## config.mk

```make
export PLATFORM = sky130hd
export DESIGN_NAME = afu_irq_responder
export DESIGN_NICKNAME = d
export VERILOG_FILES = /design/src/rtl/ofs_fim_cfg_pkg.sv /design/src/rtl/irq_rr_arbiter.sv /design/src/rtl/afu_irq_responder.sv
export SDC_FILE = /design/constraint.sdc
export NUM_CORES = 1
export LEC_CHECK = 0
export CORE_UTILIZATION = 50
export CTS_CLUSTER_DIAMETER = 50
export DETAILED_ROUTE_END_ITERATION = 10
export DONT_BUFFER_PORTS = 1
export GPL_TIMING_DRIVEN = 1
export PLACE_DENSITY = 0.72
export SETUP_SLACK_MARGIN = 0.15
export SLEW_MARGIN = 20
export SYNTH_ARGS = -nofsm -noshare
export SYNTH_HDL_FRONTEND = slang
export SYNTH_SLANG_ARGS = --single-unit
```

## constraint.sdc

```tcl
create_clock -name clk -period 8 [get_ports clk]
set_clock_uncertainty 0.1 [all_clocks]
set_input_delay 1.2 -clock clk [delete_from_list [all_inputs] [get_ports clk]]
set_output_delay 1.2 -clock clk [all_outputs]
set_load 0.03 [all_outputs]
```

## src/rtl/ofs_fim_cfg_pkg.sv

```systemverilog
// FIM configuration constants plus the shared types of the AFU interrupt responder.
// Latency: n/a (constants and types only).
// Backpressure: n/a.
package ofs_fim_cfg_pkg;

    localparam int NUM_AFUS             = 1;
    localparam int NUM_AFU_INTERRUPTS   = 7;
    localparam int L_NUM_AFU_INTERRUPTS = 3;

    // Width of the flat MSI-X index covering every AFU vector.
    localparam int MSIX_AFU_IDX_W   = $clog2(NUM_AFUS * NUM_AFU_INTERRUPTS);
    // Cycles to wait for the MSI-X table write ack before giving up.
    localparam int MSIX_ACK_TIMEOUT = 1024;

    typedef enum logic [1:0] {
        IRQ_IDLE  = 2'd0,
        IRQ_ISSUE = 2'd1,
        IRQ_WAIT  = 2'd2,
        IRQ_RESP  = 2'd3
    } irq_state_e;

endpackage

```

## src/rtl/irq_rr_arbiter.sv

```systemverilog
// Round-robin pick: first set bit of req at or after ptr, wrapping to bit 0.
// Latency: combinational. Backpressure: none.
// Ports: req (request bitmap), ptr (search start), winner (selected index), found (any bit set).
module irq_rr_arbiter #(
    parameter int WIDTH = 7,
    parameter int IDX_W = (WIDTH > 1) ? $clog2(WIDTH) : 1
) (
    input  logic [WIDTH-1:0] req,
    input  logic [IDX_W-1:0] ptr,
    output logic [IDX_W-1:0] winner,
    output logic             found
);

    always_comb begin
        int j;
        j      = 0;
        winner = '0;
        found  = 1'b0;
        for (int i = 0; i < WIDTH; i++) begin
            // Walk the bitmap starting at ptr; positions past the top wrap to 0.
            j = int'(ptr) + i;
            if (j >= WIDTH) begin
                j = j - WIDTH;
            end
            if (!found && req[j]) begin
                winner = IDX_W'(j);
                found  = 1'b1;
            end
        end
    end

endmodule

```

## src/rtl/afu_irq_responder.sv

```systemverilog
// AFU interrupt responder: coalesce per-AFU vectors into a pending bitmap, forward one at a
// time round-robin to the MSI-X table, and return a one-cycle ack to the requesting AFU.
// Latency: request at T -> msix_req_valid at T+2; msix_ack at A -> afu_ack_valid at A+1.
// Backpressure: none toward AFUs (bitmap absorbs duplicates); msix_req_valid/idx hold until msix_req_ready.
// Ports: clk/rst (sync active-high); afu_irq_* request side; afu_ack_* completion side;
//        msix_req_* / msix_ack table side; pending bitmap and sticky error flags.
module afu_irq_responder
    import ofs_fim_cfg_pkg::*;
#(
    parameter int NUM_AFUS    = ofs_fim_cfg_pkg::NUM_AFUS,
    parameter int NUM_IRQ     = ofs_fim_cfg_pkg::NUM_AFU_INTERRUPTS,
    parameter int VEC_W       = ofs_fim_cfg_pkg::L_NUM_AFU_INTERRUPTS,
    parameter int IDX_W       = $clog2(NUM_AFUS * NUM_IRQ),
    parameter int ACK_TIMEOUT = 1024
) (
    input  logic                        clk,
    input  logic                        rst,
    input  logic [NUM_AFUS-1:0]         afu_irq_valid,
    input  logic [NUM_AFUS*VEC_W-1:0]   afu_irq_vec,
    output logic [NUM_AFUS-1:0]         afu_irq_ready,
    output logic [NUM_AFUS-1:0]         afu_ack_valid,
    output logic [VEC_W-1:0]            afu_ack_vec,
    output logic                        msix_req_valid,
    input  logic                        msix_req_ready,
    output logic [IDX_W-1:0]            msix_req_idx,
    input  logic                        msix_ack,
    output logic [NUM_AFUS*NUM_IRQ-1:0] pending,
    output logic                        err_vec_range,
    output logic                        err_timeout
);

    localparam int N     = NUM_AFUS * NUM_IRQ;
    localparam int AFU_W = (NUM_AFUS > 1) ? $clog2(NUM_AFUS) : 1;
    localparam int CNT_W = $clog2(ACK_TIMEOUT) + 1;

    irq_state_e          state_q, state_d;
    logic [N-1:0]        pending_q, pending_d;
    logic [N-1:0]        set_bits, clr_bits;
    logic [IDX_W-1:0]    ptr_q, ptr_d;
    logic [IDX_W-1:0]    idx_q, idx_d;
    logic [AFU_W-1:0]    afu_q, afu_d;
    logic [VEC_W-1:0]    vec_q, vec_d;
    logic [CNT_W-1:0]    cnt_q, cnt_d;
    logic                rdy_q;
    logic                err_range_q, err_range_d;
    logic                err_to_q, err_to_d;
    logic                range_hit;
    logic [IDX_W-1:0]    win;
    logic                found;

    irq_rr_arbiter #(
        .WIDTH (N),
        .IDX_W (IDX_W)
    ) u_arb (
        .req    (pending_q),
        .ptr    (ptr_q),
        .winner (win),
        .found  (found)
    );

    // Request capture: every AFU can land a vector in the same cycle.
    always_comb begin
        set_bits  = '0;
        range_hit = 1'b0;
        for (int a = 0; a < NUM_AFUS; a++) begin
            if (afu_irq_valid[a] && rdy_q) begin
                if (int'(afu_irq_vec[a*VEC_W +: VEC_W]) < NUM_IRQ) begin
                    set_bits[a*NUM_IRQ + int'(afu_irq_vec[a*VEC_W +: VEC_W])] = 1'b1;
                end else begin
                    range_hit = 1'b1;
                end
            end
        end
    end

    always_comb begin
        state_d        = state_q;
        ptr_d          = ptr_q;
        idx_d          = idx_q;
        afu_d          = afu_q;
        vec_d          = vec_q;
        cnt_d          = cnt_q;
        clr_bits       = '0;
        err_to_d       = err_to_q;
        msix_req_valid = 1'b0;
        afu_ack_valid  = '0;
        case (state_q)
            IRQ_IDLE: begin
                if (found) begin
                    clr_bits[win] = 1'b1;
                    idx_d         = win;
                    // Split the flat index back into (afu, local vector).
                    for (int a = 0; a < NUM_AFUS; a++) begin
                        if (int'(win) >= a * NUM_IRQ) begin
                            afu_d = AFU_W'(a);
                            vec_d = VEC_W'(int'(win) - a * NUM_IRQ);
                        end
                    end
                    ptr_d   = (int'(win) == N - 1) ? '0 : win + IDX_W'(1);
                    state_d = IRQ_ISSUE;
                end
            end
            IRQ_ISSUE: begin
                msix_req_valid = 1'b1;
                if (msix_req_ready) begin
                    cnt_d   = '0;
                    state_d = IRQ_WAIT;
                end
            end
            IRQ_WAIT: begin
                if (msix_ack) begin
                    cnt_d   = '0;
                    state_d = IRQ_RESP;
                end else if (cnt_q == CNT_W'(ACK_TIMEOUT - 1)) begin
                    // Abandon the interrupt: no AFU ack is sent.
                    err_to_d = 1'b1;
                    cnt_d    = '0;
                    state_d  = IRQ_IDLE;
                end else begin
                    cnt_d = cnt_q + CNT_W'(1);
                end
            end
            IRQ_RESP: begin
                afu_ack_valid[afu_q] = 1'b1;
                state_d              = IRQ_IDLE;
            end
            default: state_d = IRQ_IDLE;
        endcase
    end

    // A new request for the bit being selected this cycle wins over the clear.
    assign pending_d   = (pending_q & ~clr_bits) | set_bits;
    assign err_range_d = err_range_q | range_hit;

    always_ff @(posedge clk) begin
        if (rst) begin
            state_q     <= IRQ_IDLE;
            pending_q   <= '0;
            ptr_q       <= '0;
            idx_q       <= '0;
            afu_q       <= '0;
            vec_q       <= '0;
            cnt_q       <= '0;
            rdy_q       <= 1'b0;
            err_range_q <= 1'b0;
            err_to_q    <= 1'b0;
        end else begin
            state_q     <= state_d;
            pending_q   <= pending_d;
            ptr_q       <= ptr_d;
            idx_q       <= idx_d;
            afu_q       <= afu_d;
            vec_q       <= vec_d;
            cnt_q       <= cnt_d;
            rdy_q       <= 1'b1;
            err_range_q <= err_range_d;
            err_to_q    <= err_to_d;
        end
    end

    assign afu_irq_ready = {NUM_AFUS{rdy_q}};
    assign msix_req_idx  = (state_q == IRQ_ISSUE) ? idx_q : '0;
    assign afu_ack_vec   = (state_q == IRQ_RESP)  ? vec_q : '0;
    assign pending       = pending_q;
    assign err_vec_range = err_range_q;
    assign err_timeout   = err_to_q;

endmodule

```

Word level (Yosys, flattened, before mapping)
Cells that the tools add are included.
Operators by class
  add/subtract/negate cells: 15
  order comparisons: 19
  equality and inequality tests: 8
  muxes and demuxes: 67
  bitwise gates (word level): 5
  reduce and logical (&&, ||, !) cells: 21
Operator list (number)
  $lt A32 B5 Y1 const B: 7
  $mux W32: 7
  $ge A32 B4 Y1 const B: 6
  $sub A32 B4 Y32 const B: 6
  $mux W11: 3
  $mux W3: 10
  $mux W1: 28
  $mux W7: 4
  $pmux W11 S2: 1
  $bmux W1 S3: 7
  $add A3 B3 Y4 const B: 3
  $add A11 B1 Y11 const B: 1
  $eq A11 B10 Y1 const B: 1
  $logic_and A1 B1 Y1: 9
  $add A3 B2 Y4 const B: 2
  $lt A3 B4 Y1 const B: 2
  $mux W2: 4
  $pmux W2 S4: 1
  $and A7 B7 Y7: 1
  $not A7 Y7: 1
  $or A7 B7 Y7: 1
  $demux W1 S3: 2
  $ge A3 B1 Y1 const B: 2
  $logic_not A1 Y1: 6
  other kinds (16): 20
Word-level totals
  register bits after elaboration: 29
  input port bits: 8
  word-level logic and storage cells: 143

Depth between registers and ports, before layout
Gate-level depths: netlist (run 1).
  depth in word-level cells: 33
  gate-level depth with buffers: 19

Modules after synthesis
From an unflattened synthesis (run 1), not the netlist that was laid out.
Second synthesis, totals
  cell total of the unflattened synthesis: 368
  area total of the unflattened synthesis: 2971.6 um^2
Modules (own cells, without submodules)
  irq_rr_arbiter: instances 1, cells each 212, area each 1587.8 um^2, sequential area each 0.0 um^2
  afu_irq_responder: instances 1, cells each 156, area each 1383.8 um^2, sequential area each 580.6 um^2

Worst setup path after synthesis (run 1)
No wires, ideal clock.
  path type: register to register
  from: register ptr_q[1]
  to: register pending_q[6] (netlist: pending[6])
  setup time: 0.116 ns
  data arrival time: 3.608 ns
  required time: 7.784 ns
  slack: 4.175 ns
  stages on the path, launching flop included: 17
  buffers on the path: 2
  clock period less this slack: 3.825 ns
  cells stage by stage: dfxtp_1 buf_2 inv_1 ha_1 inv_1 fa_1 clkbuf_1 nor3b_1 o21ai_1 a41oi_2 or2_2 a21oi_1 nor3b_1 or3_1 a21oi_1 a311oi_1 a31o_2
On the way
  word-level cells in the longest chain between the ends: 33
  elaborated cells between the ends (all ways): 84
  classes of those cells: 13 x add/sub; 9 x order compare; 46 x mux; 3 x bitwise; 13 x reduce/logical
RTL lines
  start: declaration: RTL line afu_irq_responder.sv:39  | logic [IDX_W-1:0] ptr_q, ptr_d;
  start signal: assignment: RTL line afu_irq_responder.sv:150  | ptr_q <= ptr_d;
  parallel branches: the longest is 28 deep, another holds $sub A32 B4 Y32
  $mux W7 *: RTL line afu_irq_responder.sv:89  | if (found) begin
  $mux W7 *: RTL line afu_irq_responder.sv:87  | case (state_q)
  $not A7 Y7 *: RTL line afu_irq_responder.sv:132  | assign pending_d = (pending_q & ~clr_bits) | set_bits;
  $and A7 B7 Y7 *: RTL line afu_irq_responder.sv:132
  $or A7 B7 Y7 *: RTL line afu_irq_responder.sv:132
  end signal: assignment: RTL line afu_irq_responder.sv:149  | pending_q <= pending_d;
  end: declaration: RTL line afu_irq_responder.sv:37  | logic [N-1:0] pending_q, pending_d;
Mark *: on every way between the ends. The select of a mux whose other input is x is not followed.
A chain may end at the register's enable or synchronous reset.

Worst setup path after layout (run 1)
  from: register ptr_q[1]
  to: register pending_q[0] (netlist: pending[0])
The elaborated chain is that of the path after synthesis.

==> results of run 1 <==
worst reg2reg max path, stage by stage, from the launching register on:
cell     delay [ns]
dfxtp_1        0.73
inv_1          0.33
ha_1           0.86
inv_1          0.41
and4_1         0.32
nor4b_1        0.42
mux2_2         0.35
nand4_1        0.19
o21ai_0        0.21
nand2_1        0.07
a31oi_1        0.68
nand4_1        0.18
a32o_1         0.31
area by class of cell:
cell class / instances / area (um^2) / area share
Clock buffer: 7 / 86.3 / 0.0265
Inverter: 18 / 70.1 / 0.0215
Multi-Input combinational cell: 338 / 2410 / 0.741
Sequential cell: 29 / 582 / 0.179
Tap cell: 77 / 96.3 / 0.0296
Timing Repair Buffer: 1 / 7.51 / 0.00231
layer usage:
| metal | vias to the layer above | GRT usage | share of wire | wire, um |
|---|---|---|---|---|
| met1 | 1464 | 0.338 | 0.44 | 3700 |
| li1 | 1496 | - | - | - |
| met2 | 128 | 0.393 | 0.47 | 3920 |
| met5 | - | 0 | 0 | 0 |
| met4 | 0 | 0.0897 | 0.021 | 174 |
| met3 | 19 | 0.0396 | 0.070 | 590 |
per-stage QoR:
step                      total power, mW  std cells  worst slack (ns)  area, um^2
after CTS                            1.26        470              2.84        3250
after detailed placement             1.13        463              2.88        3170
final                                1.27        470              2.73        3250
after floorplan                      1.01        415              4.18        3250
after global placement               1.12        463              3.12        3170
after global routing                 1.37        470              2.34        3250
flip-flops by register name, indices dropped and copies added (netlist names):
signal         flops
err_vec_range      1
cnt_q             11
ptr_q              3
afu_irq_ready      1
vec_q              3
pending            7
state_q            2
err_timeout        1
cell usage after synthesis, types with 3 or more instances:
master     instances
o21a_1             9
nand2b_1          10
a211oi_2           3
and3b_1            4
dfxtp_1           29
buf_6              5
a211o_1            3
o31a_1             3
nor2_1            36
nor2b_1           11
o21ai_0           18
xor2_1             8
or3_1              4
or2_2              4
nand3_1            8
nand4_1           10
nand2_1           31
ha_1              14
o211ai_1           5
and3_1             8
buf_2              7
a31oi_1            7
nor3b_1            3
a2bb2oi_1          3
nor3_1             9
clkbuf_1          13
mux2_2             3
mux2i_1           13
and2_1             9
a21o_1             4
o221ai_1           3
xnor2_1            6
a21oi_1           25
o32ai_1            3
a211oi_1           6
inv_1             15
buf_4              3
o22ai_1            3
power by group:
group | total [mW] | internal (mW) | switching (mW)
Clock | 0.118 | 0.0680 | 0.0498
Sequential | 0.209 | 0.164 | 0.0456
Combinational | 0.940 | 0.361 | 0.579
worst max path at each step:
| stage | depth (start not counted) | endpoint | from | slack (ns) |
|---|---|---|---|---|
| after global placement | 12 | pending[0] | ptr_q[1] | 3.12 |
| after detailed placement | 12 | pending[6] | ptr_q[1] | 2.88 |
| after CTS | 12 | pending[0] | ptr_q[1] | 2.84 |
| final | 12 | pending[0] | ptr_q[1] | 2.73 |
| after global routing | 12 | pending[0] | ptr_q[1] | 2.34 |
| after floorplan | 16 | pending[6] | ptr_q[1] | 4.18 |
cell families (layout without fill, tap and decap cells):
| group | Yosys count | after routing | synth area share |
|---|---|---|---|
| AOI/OAI and AO/OA | 128 | 128 | 0.295 |
| xor gates and xnor gates | 15 | 15 | 0.0462 |
| adders and majority gates | 15 | 15 | 0.0601 |
| buffers and inverters | 48 | 26 | 0.0789 |
| DFF | 29 | 29 | 0.179 |
| muxes | 18 | 18 | 0.0620 |
| and+or+nand+nor | 162 | 162 | 0.279 |
==> flow_metrics.env, run 1 <==
export IMPL_reg2reg_depth=12
export IMPL_path_delay_family="compound AO/OA/AOI/OAI gates"
export IMPL_drc=0
export IMPL_cts_hold_buffers_added=0
export IMPL_reg2reg_slack_ns=2.73
export IMPL_syn_area_per_cell_um2=7.83
export IMPL_timing_hold_ws_ns=0.332
export IMPL_ant_nets=0
export IMPL_syn2layout_area_growth_pct=0.154
export IMPL_synth_area_top_cells="dfxtp_1 (18%), ha_1 (5.4%), nor2_1 (4.2%), mux2i_1 (4.0%), a21oi_1 (3.9%)"
export IMPL_crit_path_top_delay_cell="ha_1"
export IMPL_slew_viol_final=0
export IMPL_worstPathArrival_ns=5.33
export IMPL_yosysUniqueCellTypes=80
export IMPL_synth_ff_type="dfxtp_1"
export IMPL_min_period_ns=5.27
export IMPL_cts_clk_slew_worst_paths_ns=0.06
export IMPL_wl_per_cell_um=17.8
export IMPL_crit_buf_inv=2
export IMPL_nets=416
export IMPL_hpwl_um=5940
export IMPL_antenna_cells=0
export IMPL_htreeDepth=2
export IMPL_synth_async_sr_flop_share=0
export IMPL_ir_drop_v=0.000261
export IMPL_worstSetupPathType="reg -> reg"
export IMPL_track_usage=0.248
export IMPL_holdCritStartpoint="cnt_q[10]"
export IMPL_synth_fp_nets=438
export IMPL_rsz0062_at_grt="false"
export IMPL_port_buffers=0
export IMPL_setup_viol=0
export IMPL_yosysSeqAreaShare=0.179
export IMPL_utilization=0.515
export IMPL_cp_start_kind="register"
export IMPL_end_kind="register"
export IMPL_cts_sinks=29
export IMPL_hold_viol=0
export IMPL_synth_top_area_frac=0.179
export IMPL_via_per_inst=6.61
export IMPL_root_buffer="clkbuf_8"
export IMPL_fill_cells=606
export IMPL_rows=29
export IMPL_netlist_area_um2=3250
export IMPL_setup_tns_ns=0
export IMPL_wl_um=8390
export IMPL_maxSlewHeadroom=0.358
export IMPL_r2r_end="pending[0]"
export IMPL_grt_max_degree=51
export IMPL_crit_path_max_incr_delay_ns=0.86
export IMPL_pin_count=26
export IMPL_cts_path_max_buffers=2
export IMPL_die_x_um=82.6
export IMPL_synth_edff_count=0
export IMPL_required_ns=8.07
export IMPL_hp_class="reg -> reg"
export IMPL_r2r_start="ptr_q[1]"
export IMPL_core_area_um2=6310
export IMPL_grt_pass1_vias=2648
export IMPL_synth_seq_cells=29
export IMPL_first_iter_violations=402
export IMPL_start_util=0.515
export IMPL_ys_warn_count=0
export IMPL_drive_gt1_frac=0.0916
export IMPL_postCtsSetupBuffers=0
export IMPL_cts_resized=0
export IMPL_synth_top_area_cell="dfxtp_1"
export IMPL_worst_slew_pin_slew_ns=0.962
export IMPL_holdPathEnd="cnt_q[10]"
export IMPL_die_y_um=82.6
export IMPL_maxCapViolCount=0
export IMPL_gp_congestion=1.00
export IMPL_dr_pass1_iters=5
export IMPL_power_density_nw_per_um2=390
export IMPL_final_common_cell="nor2_1"
export IMPL_cts_made_buffers=5
export IMPL_antenna_found_initial=0
export IMPL_grt_pass1_wl_um=13000
export IMPL_status="finished clean"
export IMPL_final_cell_mix="nor2_1 (36), nand2_1 (31), dfxtp_1 (28)"
export IMPL_leakagePower_nw=1.20
export IMPL_clkLatencyLatePin_ns=0.27
export IMPL_grt_overflow_total=0
export IMPL_crit_path_cell_trace="inv_1, ha_1, inv_1, and4_1, nor4b_1, mux2_2, nand4_1, o21ai_0, nand2_1, a31oi_1, nand4_1, a32o_1"
export IMPL_dieArea_um2=6830
export IMPL_vias=3107
export IMPL_holdPathStages=2
export IMPL_fmax_mhz=190
export IMPL_crit_fanout=24
export IMPL_finalCritPeriodShare=0.658
export IMPL_cts_tree="built"
export IMPL_synth_cells=415
Note: power is estimated with default switching activity, not from simulation.
==> run 2: changes to the inputs <==
- clock period: 8 -> 5.3 ns (I/O delays scaled with it)
==> run 2 against run 1 <==
- via count shrank 1.3%
- flip-flop and latch count is the same
- clock power grew 43%
- core utilization grew 0.42 points
- maximum frequency grew 22%
- sequential share of layout area shrank 0.14 points
- combinational power grew 56%
- global-route usage is essentially flat
- setup slack lost 1.7 ns
- critical path depth grew 1
==> flow_metrics.env, run 2 (same netlist as run 1, synthesis figures left out) <==
export IMPL_drive_gt1_frac=0.103
export IMPL_worstPathArrival_ns=4.38
export IMPL_antenna_cells=0
export IMPL_dieArea_um2=6830
export IMPL_post_place_cells=467
export IMPL_start_util=0.515
export IMPL_hp_class="reg -> reg"
export IMPL_hold_viol=0
export IMPL_fill_cells=600
export IMPL_cts_sinks=29
export IMPL_maxCapViolCount=0
export IMPL_vias=3066
export IMPL_rows=29
export IMPL_clkLatencyLatePin_ns=0.27
export IMPL_wl_um=8310
export IMPL_core_area_um2=6310
export IMPL_htreeDepth=2
export IMPL_final_common_cell="nor2_1"
export IMPL_postCtsSetupBuffers=0
export IMPL_final_cell_mix="nor2_1 (36), nand2_1 (31), dfxtp_1 (28)"
export IMPL_hpwl_um=5880
export IMPL_status="finished clean"
export IMPL_setup_viol=0
export IMPL_dr_pass1_iters=5
export IMPL_gp_congestion=0.892
export IMPL_syn2layout_area_growth_pct=0.963
export IMPL_worstSetupPathType="reg -> reg"
export IMPL_via_per_inst=6.45
export IMPL_cts_path_max_buffers=2
export IMPL_p_int_mw=0.910
export IMPL_track_usage=0.249
export IMPL_drc=0
export IMPL_pin_count=26
export IMPL_crit_path_cell_trace="ha_1, inv_1, ha_1, nor2b_1, o21ai_0, and3_1, o21a_1, nor4_4, and2_1, o221ai_1, a21oi_1, a41oi_1, a31o_1"
export IMPL_first_iter_violations=227
export IMPL_use_met3=0.0429
export IMPL_grt_pass1_wl_um=12900
export IMPL_end_kind="register"
export IMPL_cts_tree="built"
export IMPL_nets=420
export IMPL_p_seq_frac=0.155
export IMPL_fmax_mhz=232
export IMPL_ant_nets=0
export IMPL_min_period_ns=4.31
export IMPL_grt_pass1_vias=2682
export IMPL_regMostFlops="cnt_q"
export IMPL_grt_max_degree=32
export IMPL_use_met1=0.328
export IMPL_timing_hold_ws_ns=0.337
export IMPL_power_density_nw_per_um2=591
export IMPL_required_ns=5.37
export IMPL_power_switching_mw=1.03
export IMPL_grt_overflow_total=0
export IMPL_antenna_found_initial=0
export IMPL_combPwrFrac=0.758
export IMPL_cts_clk_slew_worst_paths_ns=0.06
export IMPL_cts_hold_buffers_added=0
export IMPL_crit_path_max_incr_delay_ns=0.70
export IMPL_die_x_um=82.6
export IMPL_cp_start_kind="register"
export IMPL_leakagePower_nw=1.22
export IMPL_wl_per_cell_um=17.5
export IMPL_port_buffers=0
export IMPL_worst_slew_pin_slew_ns=0.855
export IMPL_gr_usage_met2=0.410
export IMPL_root_buffer="clkbuf_8"
export IMPL_crit_path_top_delay_cell="dfxtp_2"
export IMPL_maxSlewHeadroom=0.429
export IMPL_grt_busiest_layer="met2"
export IMPL_setup_tns_ns=0
export IMPL_clkPwrFrac=0.087
export IMPL_rsz0062_at_grt="false"
export IMPL_die_y_um=82.6
export IMPL_finalCritPeriodShare=0.813
export IMPL_slew_viol_final=0
export IMPL_largest_reg_flops=11
export IMPL_cts_made_buffers=5
export IMPL_instances_no_fill=475
export IMPL_crit_fanout=31
export IMPL_swShare=0.531
export IMPL_ir_drop_v=0.000353
export IMPL_crit_top_cell="ha_1"
export IMPL_cts_resized=0
==> run 2: cell type report <==
type | count | area, um^2 | area share
Tap cell | 77 | 96.3 | 0.0294
Clock inverter | 2 | 10.0 | 0.00305
Clock buffer | 6 | 72.6 | 0.0221
Inverter | 18 | 70.1 | 0.0214
Multi-Input combinational cell | 338 | 2410 | 0.735
Sequential cell | 29 | 582 | 0.177
Timing Repair Buffer | 5 | 37.5 | 0.0114
==> run 2: worst paths after layout <==
check / endpoint / slack, ns / cells past startpoint / from
min reg2reg: cnt_q[10] / 0.34 / 2 / cnt_q[10]
min: cnt_q[10] / 0.34 / 2 / cnt_q[10]
max reg2reg: pending[2] / 0.99 / 13 / ptr_q[0]
max: pending[2] / 0.99 / 13 / ptr_q[0]
==> run 2: per-stage QoR <==
| step | instance area (um^2) | worst slack (ns) | power, mW | utilization |
|---|---|---|---|---|
| global placement | 3200 | 1.07 | 1.72 | 0.507 |
| detailed placement | 3200 | 1.04 | 1.74 | 0.507 |
| floorplan | 3250 | 1.48 | 1.53 | - |
| global route | 3280 | 0.624 | 2.11 | 0.520 |
| CTS | 3280 | 1.02 | 1.92 | 0.520 |
| finish | 3280 | 0.993 | 1.94 | 0.520 |
==> run 2: power groups by stage <==
| stage | sequential, mW | clock, mW | combinational, mW |
|---|---|---|---|
| final | 0.300 | 0.169 | 1.47 |
| after global routing | 0.305 | 0.183 | 1.63 |
| after CTS | 0.299 | 0.175 | 1.45 |
| after detailed placement | 0.304 | 0 | 1.44 |
| after global placement | 0.303 | 0 | 1.42 |
| after floorplan | 0.277 | 0 | 1.25 |
==> run 2: critical path, delay by kind of cell, from the launching register on <==
family | cells | cell delay [ns]
AND/OR/NAND/NOR | 4 | 1.20
flip-flops | 1 | 0.70
buffers and inverters | 1 | 0.08
AO/OA/AOI/OAI | 6 | 1.42
adder cells (fa/ha/maj) | 2 | 0.69
==> run 2: per-layer routing <==
layer | share of wire | vias to the layer above
li1 | - | 1500
met1 | 0.47 | 1438
met2 | 0.46 | 110
met3 | 0.057 | 18
met4 | 0.019 | 0
met5 | 0 | -
==> run 3: changes to the inputs <==
- PLACE_DENSITY: 0.72 -> 0.75
- clock period: 5.3 -> 3.5 ns (I/O delays scaled with it)
==> run 3 against run 2 <==
- non-clock buffer count is 49 higher
- the run now ends with setup timing left
- critical path depth is 1 higher
- maximum frequency is 23% higher
- final cell count is 10% higher
- wire length is 19% higher
- die area stayed put
- first-iteration DRC count is 53% higher
- design area is 20% higher
- critical path type unchanged
- via count is 11% higher
- power is 110% higher
==> flow_metrics.env, run 3 (same netlist as run 1, synthesis figures left out) <==
export IMPL_r2r_start="ptr_q[1]"
export IMPL_start_util=0.515
export IMPL_via_per_inst=6.50
export IMPL_hpwl_um=6870
export IMPL_reg2reg_depth=14
export IMPL_worst_slew_pin_slew_ns=0.695
export IMPL_placed_cell_area_um2=3560
export IMPL_fill_cells=536
export IMPL_worstSetupPathType="reg -> reg"
export IMPL_grt_overflow_total=0
export IMPL_cts_path_max_buffers=2
export IMPL_min_period_ns=3.52
export IMPL_final_common_cell="buf_4"
export IMPL_swShare=0.490
export IMPL_power_density_nw_per_um2=1020
export IMPL_dr_pass1_iters=5
export IMPL_finalCritPeriodShare=1.00
export IMPL_ir_drop_v=0.000956
export IMPL_htreeDepth=2
export IMPL_cts_hold_buffers_added=0
export IMPL_cts_sinks=29
export IMPL_crit_fanout=6
export IMPL_pin_count=26
export IMPL_power_mw=4.02
export IMPL_die_y_um=82.6
export IMPL_antenna_found_initial=0
export IMPL_clkLatencyLatePin_ns=0.29
export IMPL_largest_reg_flops=11
export IMPL_gp_congestion=0.954
export IMPL_power_switching_mw=1.97
export IMPL_drc=0
export IMPL_wl_per_cell_um=18.8
export IMPL_vias=3404
export IMPL_root_buffer="clkbuf_8"
export IMPL_final_cell_mix="buf_4 (52), nor2_1 (33), nand2_1 (31)"
export IMPL_combPwrFrac=0.806
export IMPL_nets=469
export IMPL_finalInstanceArea_um2=3950
export IMPL_fmax_mhz=284
export IMPL_cts_made_buffers=5
export IMPL_wl_um=9860
export IMPL_hold_viol=0
export IMPL_holdCritStartpoint="rst"
export IMPL_maxCapViolCount=0
export IMPL_rows=29
export IMPL_status="complete, but fails checks"
export IMPL_p_int_mw=2.05
export IMPL_setup_slack_ns=-0.0155
export IMPL_leakagePower_nw=1.51
export IMPL_ant_nets=0
export IMPL_slew_viol_final=0
export IMPL_grt_max_degree=30
export IMPL_worstPathArrival_ns=3.58
export IMPL_cts_tree="built"
export IMPL_die_x_um=82.6
export IMPL_grt_pass1_vias=3154
export IMPL_rsz0062_at_grt="true"
export IMPL_holdPathEnd="ptr_q[0]"
export IMPL_hp_class="in -> reg"
export IMPL_r2r_end="pending[3]"
export IMPL_end_kind="register"
export IMPL_maxSlewHeadroom=0.536
export IMPL_regMostFlops="cnt_q"
export IMPL_track_usage=0.294
export IMPL_violations="setup timing"
export IMPL_core_area_um2=6310
export IMPL_pre_cts_ws_ns=-0.124
export IMPL_clkPwrFrac=0.084
export IMPL_drive_gt1_frac=0.298
export IMPL_first_iter_violations=348
export IMPL_required_ns=3.57
export IMPL_cp_start_kind="register"
export IMPL_reg2reg_slack_ns=-0.02
export IMPL_holdPathStages=1
export IMPL_grt_pass1_wl_um=15200
export IMPL_p_seq_frac=0.110
export IMPL_dieArea_um2=6830
export IMPL_worstSetupStartpoint="ptr_q[1]"
export IMPL_setup_viol=1
export IMPL_port_buffers=0
export IMPL_cts_clk_slew_worst_paths_ns=0.07
export IMPL_syn2layout_area_growth_pct=21.6
export IMPL_antenna_cells=0
[run 3: cell count changes in the layout (fill, tap and decap cells not counted), moves of 4 or more]
cell	change
inv_1	-4
ha_4	+4
ha_1	-8
buf_4	+47
ha_2	+4
[run 3: how the worst max path moves through the flow]
stage                  to  cells after the start
3_3_place_gp   pending[0]                     13
4_1_cts        pending[3]                     14
3_5_place_dp   pending[0]                     13
5_1_grt        pending[5]                     17
6_report       pending[3]                     14
2_1_floorplan  pending[5]                     16
[run 3: layer usage]
metal	vias to the layer above	routed length, um	part of all wire	GRT usage
met5	-	0	0	0
met4	0	355	0.036	0.129
met3	38	656	0.067	0.0462
met2	153	4850	0.49	0.521
met1	1607	4000	0.41	0.347
li1	1606	-	-	-
[run 3: cell type report]
class,count,area (um^2),share of cell area
Sequential cell,29,589,0.149
Timing Repair Buffer,54,413,0.104
Clock inverter,2,33.8,0.00855
Tap cell,77,96.3,0.0244
Multi-Input combinational cell,338,2670,0.675
Clock buffer,6,72.6,0.0184
Inverter,18,80.1,0.0203
[run 3: stage by stage]
stage                     TNS, ns  utilization  cells  hold WS, ns
final                     -0.0155        0.626    524        0.188
after global routing       -0.965        0.626    524        0.170
after CTS                       0        0.610    521        0.183
after detailed placement   -0.732        0.563    502        0.326
after global placement     -0.402        0.563    502        0.320
after floorplan                 0            -    415        0.310
[run 3: worst max-delay path: stages (launching register included)]
cell and delay, ns:
dfxtp_4 0.37, inv_8 0.06, ha_4 0.12, inv_2 0.04
fa_2 0.63, inv_1 0.06, a211o_1 0.27, a41oi_4 0.33
or2_4 0.19, a21oi_1 0.05, nor3b_2 0.17, or3_4 0.38
a21o_4 0.26, o311ai_2 0.25, o41ai_1 0.12
[run 3: repair_timing]
| item | 4_1_cts | 5_1_grt |
|---|---|---|
| hold endpoints to repair | 0 | 0 |
| gates resized for setup | 23 | 19 |
| gates cloned | 1 | 0 |
| setup buffers | 10 | 3 |
| pin swaps | 23 | 9 |
| setup endpoints to repair | 13 | 14 |
[run 3: power groups by stage]
stage / combinational, mW / sequential (mW) / clock [mW]
floorplan: 2.06 / 0.427 / 0
global placement: 2.53 / 0.444 / 0
detailed placement: 2.57 / 0.445 / 0
CTS: 2.93 / 0.440 / 0.341
global route: 3.45 / 0.447 / 0.361
finish: 3.24 / 0.442 / 0.337
